### config.mk
export PLATFORM = sky130hd
export DESIGN_NAME = mdu
export DESIGN_NICKNAME = d
export VERILOG_FILES = /design/src/rtl/mdu.sv
export SDC_FILE = /design/constraint.sdc
export NUM_CORES = 2
export LEC_CHECK = 0
export CAP_MARGIN = 40
export CORE_MARGIN = 3
export CORE_UTILIZATION = 50
export DETAILED_ROUTE_END_ITERATION = 7
export PLACE_DENSITY = 0.72
export SYNTH_ARGS = -nofsm -noshare
export SYNTH_HDL_FRONTEND = slang
export SYNTH_SLANG_ARGS = --single-unit
export TNS_END_PERCENT = 5
### constraint.sdc
create_clock -name clk -period 20.5 [get_ports clk]
set_input_delay 5.125 -clock clk [delete_from_list [all_inputs] [get_ports clk]]
set_output_delay 5.125 -clock clk [all_outputs]
set_load 0.05 [all_outputs]
### src/rtl/mdu.sv
// Multiply/divide unit: fixed-latency multiplier plus a restoring divider with a
// final sign-correction cycle. Results are held in hi/lo until the next completion.
module mdu #(
    parameter int WIDTH       = 32,
    parameter int MUL_LATENCY = 2
) (
    input  logic             clk,
    input  logic             rst,
    input  logic             start,
    input  logic [1:0]       op,
    input  logic [WIDTH-1:0] a,
    input  logic [WIDTH-1:0] b,
    input  logic             annul,
    output logic             busy,
    output logic             done,
    output logic [WIDTH-1:0] hi,
    output logic [WIDTH-1:0] lo,
    output logic [1:0]       dbg_state
);

    localparam int CW = 7;

    typedef enum logic [1:0] {
        S_IDLE = 2'd0,
        S_MUL  = 2'd1,
        S_DIV  = 2'd2,
        S_FIX  = 2'd3
    } state_e;

    generate
        if (WIDTH < 8 || WIDTH > 64 || (WIDTH % 2) != 0) begin : g_bad_width
            $error("mdu: WIDTH must be an even value in 8..64");
        end
        if (MUL_LATENCY < 1 || MUL_LATENCY > 4) begin : g_bad_latency
            $error("mdu: MUL_LATENCY must be in 1..4");
        end
    endgenerate

    state_e           state_q, state_d;
    logic [CW-1:0]    cnt_q, cnt_d;
    logic [WIDTH-1:0] opa_q, opa_d;
    logic [WIDTH-1:0] opb_q, opb_d;
    logic [WIDTH-1:0] rem_q, rem_d;
    logic [WIDTH-1:0] hi_q, hi_d;
    logic [WIDTH-1:0] lo_q, lo_d;
    logic             uns_q, uns_d;
    logic             negq_q, negq_d;
    logic             negr_q, negr_d;
    logic             done_q, done_d;

    // Operand conditioning for division: magnitudes and result signs.
    logic             a_neg, b_neg, b_zero;
    logic [WIDTH-1:0] mag_a, mag_b;

    assign a_neg  = !op[0] && a[WIDTH-1];
    assign b_neg  = !op[0] && b[WIDTH-1];
    assign b_zero = (b == '0);
    assign mag_a  = a_neg ? -a : a;
    assign mag_b  = b_neg ? -b : b;

    // Multiplier: with single-cycle latency the product comes straight from the inputs.
    logic [WIDTH-1:0]   mul_a, mul_b;
    logic               mul_sgn;
    logic [2*WIDTH-1:0] mul_ext_a, mul_ext_b, prod;

    generate
        if (MUL_LATENCY == 1) begin : g_mul_direct
            assign mul_a   = a;
            assign mul_b   = b;
            assign mul_sgn = !op[0];
        end else begin : g_mul_reg
            assign mul_a   = opa_q;
            assign mul_b   = opb_q;
            assign mul_sgn = !uns_q;
        end
    endgenerate

    assign mul_ext_a = {{WIDTH{mul_sgn & mul_a[WIDTH-1]}}, mul_a};
    assign mul_ext_b = {{WIDTH{mul_sgn & mul_b[WIDTH-1]}}, mul_b};
    assign prod      = mul_ext_a * mul_ext_b;

    // One restoring-division step: opa_q shifts the dividend out and the quotient in.
    logic [WIDTH:0]   trial, diff;
    logic             fits;
    logic [WIDTH-1:0] rem_step, quo_step;

    assign trial    = {rem_q, opa_q[WIDTH-1]};
    assign diff     = trial - {1'b0, opb_q};
    assign fits     = !diff[WIDTH];
    assign rem_step = fits ? diff[WIDTH-1:0] : trial[WIDTH-1:0];
    assign quo_step = {opa_q[WIDTH-2:0], fits};

    always_ff @(posedge clk or posedge rst) begin
        if (rst) begin
            state_q <= S_IDLE;
        end else begin
            state_q <= state_d;
        end
    end

    always_comb begin
        state_d = state_q;
        case (state_q)
            S_IDLE: begin
                if (start) begin
                    if (!op[1]) begin
                        state_d = (MUL_LATENCY == 1) ? S_IDLE : S_MUL;
                    end else if (!b_zero) begin
                        state_d = S_DIV;
                    end
                end
            end
            S_MUL: begin
                if (cnt_q == '0) begin
                    state_d = S_IDLE;
                end
            end
            S_DIV: begin
                if (cnt_q == '0) begin
                    state_d = S_FIX;
                end
            end
            default: state_d = S_IDLE;
        endcase
        if (annul) begin
            state_d = S_IDLE;
        end
    end

    always_comb begin
        busy      = (state_q != S_IDLE);
        dbg_state = state_q;
    end

    // The last quotient bit resolves in FIX together with sign correction, so the
    // divider spends WIDTH-1 cycles in DIV and completes WIDTH+1 cycles after accept.
    always_comb begin
        cnt_d  = cnt_q;
        opa_d  = opa_q;
        opb_d  = opb_q;
        rem_d  = rem_q;
        hi_d   = hi_q;
        lo_d   = lo_q;
        uns_d  = uns_q;
        negq_d = negq_q;
        negr_d = negr_q;
        done_d = 1'b0;
        if (!annul) begin
            case (state_q)
                S_IDLE: begin
                    if (start) begin
                        if (!op[1]) begin
                            if (MUL_LATENCY == 1) begin
                                hi_d   = prod[2*WIDTH-1:WIDTH];
                                lo_d   = prod[WIDTH-1:0];
                                done_d = 1'b1;
                            end else begin
                                opa_d = a;
                                opb_d = b;
                                uns_d = op[0];
                                cnt_d = CW'(MUL_LATENCY - 2);
                            end
                        end else if (b_zero) begin
                            hi_d   = a;
                            lo_d   = '1;
                            done_d = 1'b1;
                        end else begin
                            opa_d  = mag_a;
                            opb_d  = mag_b;
                            rem_d  = '0;
                            negq_d = a_neg ^ b_neg;
                            negr_d = a_neg;
                            cnt_d  = CW'(WIDTH - 2);
                        end
                    end
                end
                S_MUL: begin
                    if (cnt_q == '0) begin
                        hi_d   = prod[2*WIDTH-1:WIDTH];
                        lo_d   = prod[WIDTH-1:0];
                        done_d = 1'b1;
                    end else begin
                        cnt_d = cnt_q - CW'(1);
                    end
                end
                S_DIV: begin
                    rem_d = rem_step;
                    opa_d = quo_step;
                    cnt_d = cnt_q - CW'(1);
                end
                default: begin
                    lo_d   = negq_q ? -quo_step : quo_step;
                    hi_d   = negr_q ? -rem_step : rem_step;
                    done_d = 1'b1;
                end
            endcase
        end
    end

    always_ff @(posedge clk or posedge rst) begin
        if (rst) begin
            cnt_q  <= '0;
            opa_q  <= '0;
            opb_q  <= '0;
            rem_q  <= '0;
            hi_q   <= '0;
            lo_q   <= '0;
            uns_q  <= 1'b0;
            negq_q <= 1'b0;
            negr_q <= 1'b0;
            done_q <= 1'b0;
        end else begin
            cnt_q  <= cnt_d;
            opa_q  <= opa_d;
            opb_q  <= opb_d;
            rem_q  <= rem_d;
            hi_q   <= hi_d;
            lo_q   <= lo_d;
            uns_q  <= uns_d;
            negq_q <= negq_d;
            negr_q <= negr_d;
            done_q <= done_d;
        end
    end

    assign done = done_q;
    assign hi   = hi_q;
    assign lo   = lo_q;

endmodule

==> out/qor.yml <==
run_status:
  status: "complete, no violations"
worst_setup_path:
  crit_arrival_ps: 10470
  r2r_slack_ps: 10960
  start_kind: "input pin"
  crit_path_end: "hi[25]$_DFFE_PP0P_"
  critPathKind: "input pin to flop"
  r2r-start: "mul_a[31]$_DFFE_PP0P_"
  crit_required_ps: 20880
  worstPathMaxFanout: 73
  r2r_cells: 30
  crit_start: "b[8]"
  rr_endpoint: "hi[31]$_DFFE_PP0P_"
  end_kind: "flop"
sta:
  setup_viol: 0
  finalHoldViolCount: 0
  fin_crit_sh_pct: 49.2
  relSlewSlack_pct: 40.2
  setup_tns_ps: 0
  slew_viol_final: 0
  skew_ps: 22.4
  min_period_ps: 10090
  setup_ws_ps: 10410
  worstMarginPinSlew_ps: 893
  timing.fmax_mhz: 99.1
  grt_setup_unrepaired: "false"
clocking:
  h-tree-depth: 4
  tritoncts: "built"
  hold_buffers: 0
  clkLatencyLatePin_ps: 470
  path_clk_slew_ps: 90
  cts_buffers: 17
  post-cts-setup-buffers: 0
  cts_root_buffer: "clkbuf_16"
  cts_sinks: 173
  cts_max_path_buffers: 2
  cts.repair.resized: 0
cells_and_area:
  syn_to_final_growth_pct: 6.49
  drive_gt1_share_pct: 3.17
  final_nets: 7207
  fill_cells: 9129
die:
  chipHeight_um: 324
  io_pins: 138
  die_area_mm2: 0.105
  start_util_pct: 50.6
  die_w_um: 324
  rows: 116
  coreArea_mm2: 0.100
global_route:
  antenna_found_initial: 5
  grt_pass1_vias: 42800
  grt_max_degree: 103
  grt_pass1_wl_um: 246000
  grt_util_all_layers_pct: 29.9
  grt_overflow: 0
placed_design:
  gp_congestion: 0.981
  dp_hpwl_um: 122000
  place_ws_ps: 10070
  port_buffers: 137
route:
  remaining_drc_errors: 0
  dr.first_iter.drc_count: 3586
  viasPerCell: 5.70
  ant_nets: 0
  wl_per_cell_um: 21.5
  dr.pass1.iters: 6
  wirelength_um: 154000
  vias: 40600
synthesis:
  ys_ff_latch: 173
  synth_edf_count: 0
  synth_area_per_cell_um2: 8.67
  ys_warn_count: 0
  synth_area_mm2: 0.0507
  synth_fp_nets: 7302
  netlist_instances: 5851
  ys_types: 85
  ys.flop_type: "dfrtp_1"
  synthArstFlopShare_pct: 100
  ys_seq_area_share_pct: 8.54
worst_hold_path:
  hold_class: "flop to flop"
run:
  max_cap_viol_count: 0
## kinds of logic after synthesis
| logic type | synth area share, % |
|---|---|
| adders and majority gates | 50.8 |
| buffers and inverters | 11.4 |
| muxes | 0.629 |
| AOI/OAI and AO/OA | 8.83 |
| and+or+nand+nor | 16.2 |
| DFF | 8.54 |
| xor gates and xnor gates | 3.64 |
## per-stage QoR
stage / util, % / hold slack [ps] / area (um2) / std cells
6_report: 53.8 / 509 / 54000 / 7128
5_1_grt: 53.8 / 544 / 54000 / 7126
4_1_cts: 53.8 / 508 / 54000 / 7126
3_5_place_dp: 53.2 / 485 / 53400 / 7094
3_3_place_gp: 53.0 / 479 / 53200 / 7086
2_1_floorplan: - / 448 / 50700 / 5851
## worst min path at each step
| stage | cells after the start | from | end |
|---|---|---|---|
| after detailed placement | 2 | rem_q[31]$_DFFE_PP0P_ | rem_q[31]$_DFFE_PP0P_ |
| after CTS | 2 | rem_q[31]$_DFFE_PP0P_ | rem_q[31]$_DFFE_PP0P_ |
| after global placement | 2 | rem_q[31]$_DFFE_PP0P_ | rem_q[31]$_DFFE_PP0P_ |
| after global routing | 1 | lo[8]$_DFFE_PP0P_ | lo[8]$_DFFE_PP0P_ |
| after floorplan | 2 | rem_q[31]$_DFFE_PP0P_ | rem_q[31]$_DFFE_PP0P_ |
| final | 2 | mul_a[8]$_DFFE_PP0P_ | mul_a[8]$_DFFE_PP0P_ |
## worst max-delay path: stages
cell	delay, ps
clkdlybuf4s50_1	470
or4_1	610
nor4_1	300
nand2b_1	400
nor3_1	700
nand2_1	220
nor3_1	740
nand2_1	290
o21ai_4	360
buf_4	670
nor2_1	110
or3_1	370
o221ai_1	80
## cell type report
cell class | count | area [um2] | share of cell area [%]
multi-input cells | 4141 | 40600 | 75.3
well taps | 1357 | 1700 | 3.14
clock buffers | 17 | 425 | 0.788
clock inverters | 15 | 209 | 0.387
diodes | 2 | 5.00 | 0.00927
repair buffers | 231 | 2200 | 4.07
inverters | 1192 | 4480 | 8.30
flip-flops and latches | 173 | 4330 | 8.03
## layer usage
layer | share of wire [%] | global-route usage, %
met2 | 47 | 48.8
met1 | 39 | 39.1
met5 | 0 | 0
met3 | 9.7 | 6.46
met4 | 4.6 | 11.5
## cell usage after synthesis (24+ instances only)
master    count  area [um2]
fa_1       1126       22500
o21ai_0     179         896
a21o_1       42         315
or3_1        34         213
nor2_1      327        1230
dfrtp_1     173        4330
nor3_1       62         310
inv_1      1190        4470
a21oi_1     209        1050
buf_1        45         169
xnor2_1     138        1210
clkbuf_1    295        1110
a31oi_1      40         250
ha_1        255        3190
nand2_1     909        3410
a22o_1       26         228
mux2i_1      24         240
nand3_1      30         150
a221oi_1     28         245
xor2_1       73         639
and2_1      310        1940
## cell usage in the layout, fill, tap and decap left out, drive strengths merged, types with 40 or more instances in the layout
| master | synthesis | final |
|---|---|---|
| ha | 255 | 255 |
| a21oi | 210 | 210 |
| buf | 50 | 94 |
| clkdlybuf4s50 | 0 | 137 |
| fa | 1126 | 1126 |
| and2 | 312 | 312 |
| o21ai | 180 | 180 |
| nor2 | 327 | 327 |
| dfrtp | 173 | 173 |
| inv | 1191 | 1198 |
| xnor2 | 138 | 138 |
| a21o | 42 | 42 |
| nor3 | 62 | 62 |
| nand2 | 909 | 909 |
| a31oi | 40 | 40 |
| xor2 | 73 | 73 |
## sequential cells by signal, summed over array words and instances, names as in the netlist, 2 cells and up
register,flops
cnt_q,7
dbg_state,2
hi,32
lo,32
mul_a,32
mul_b,32
rem_q,32
Power is not shown: default switching activity piles up to over one toggle a cycle in this logic, so the estimate is an artifact.
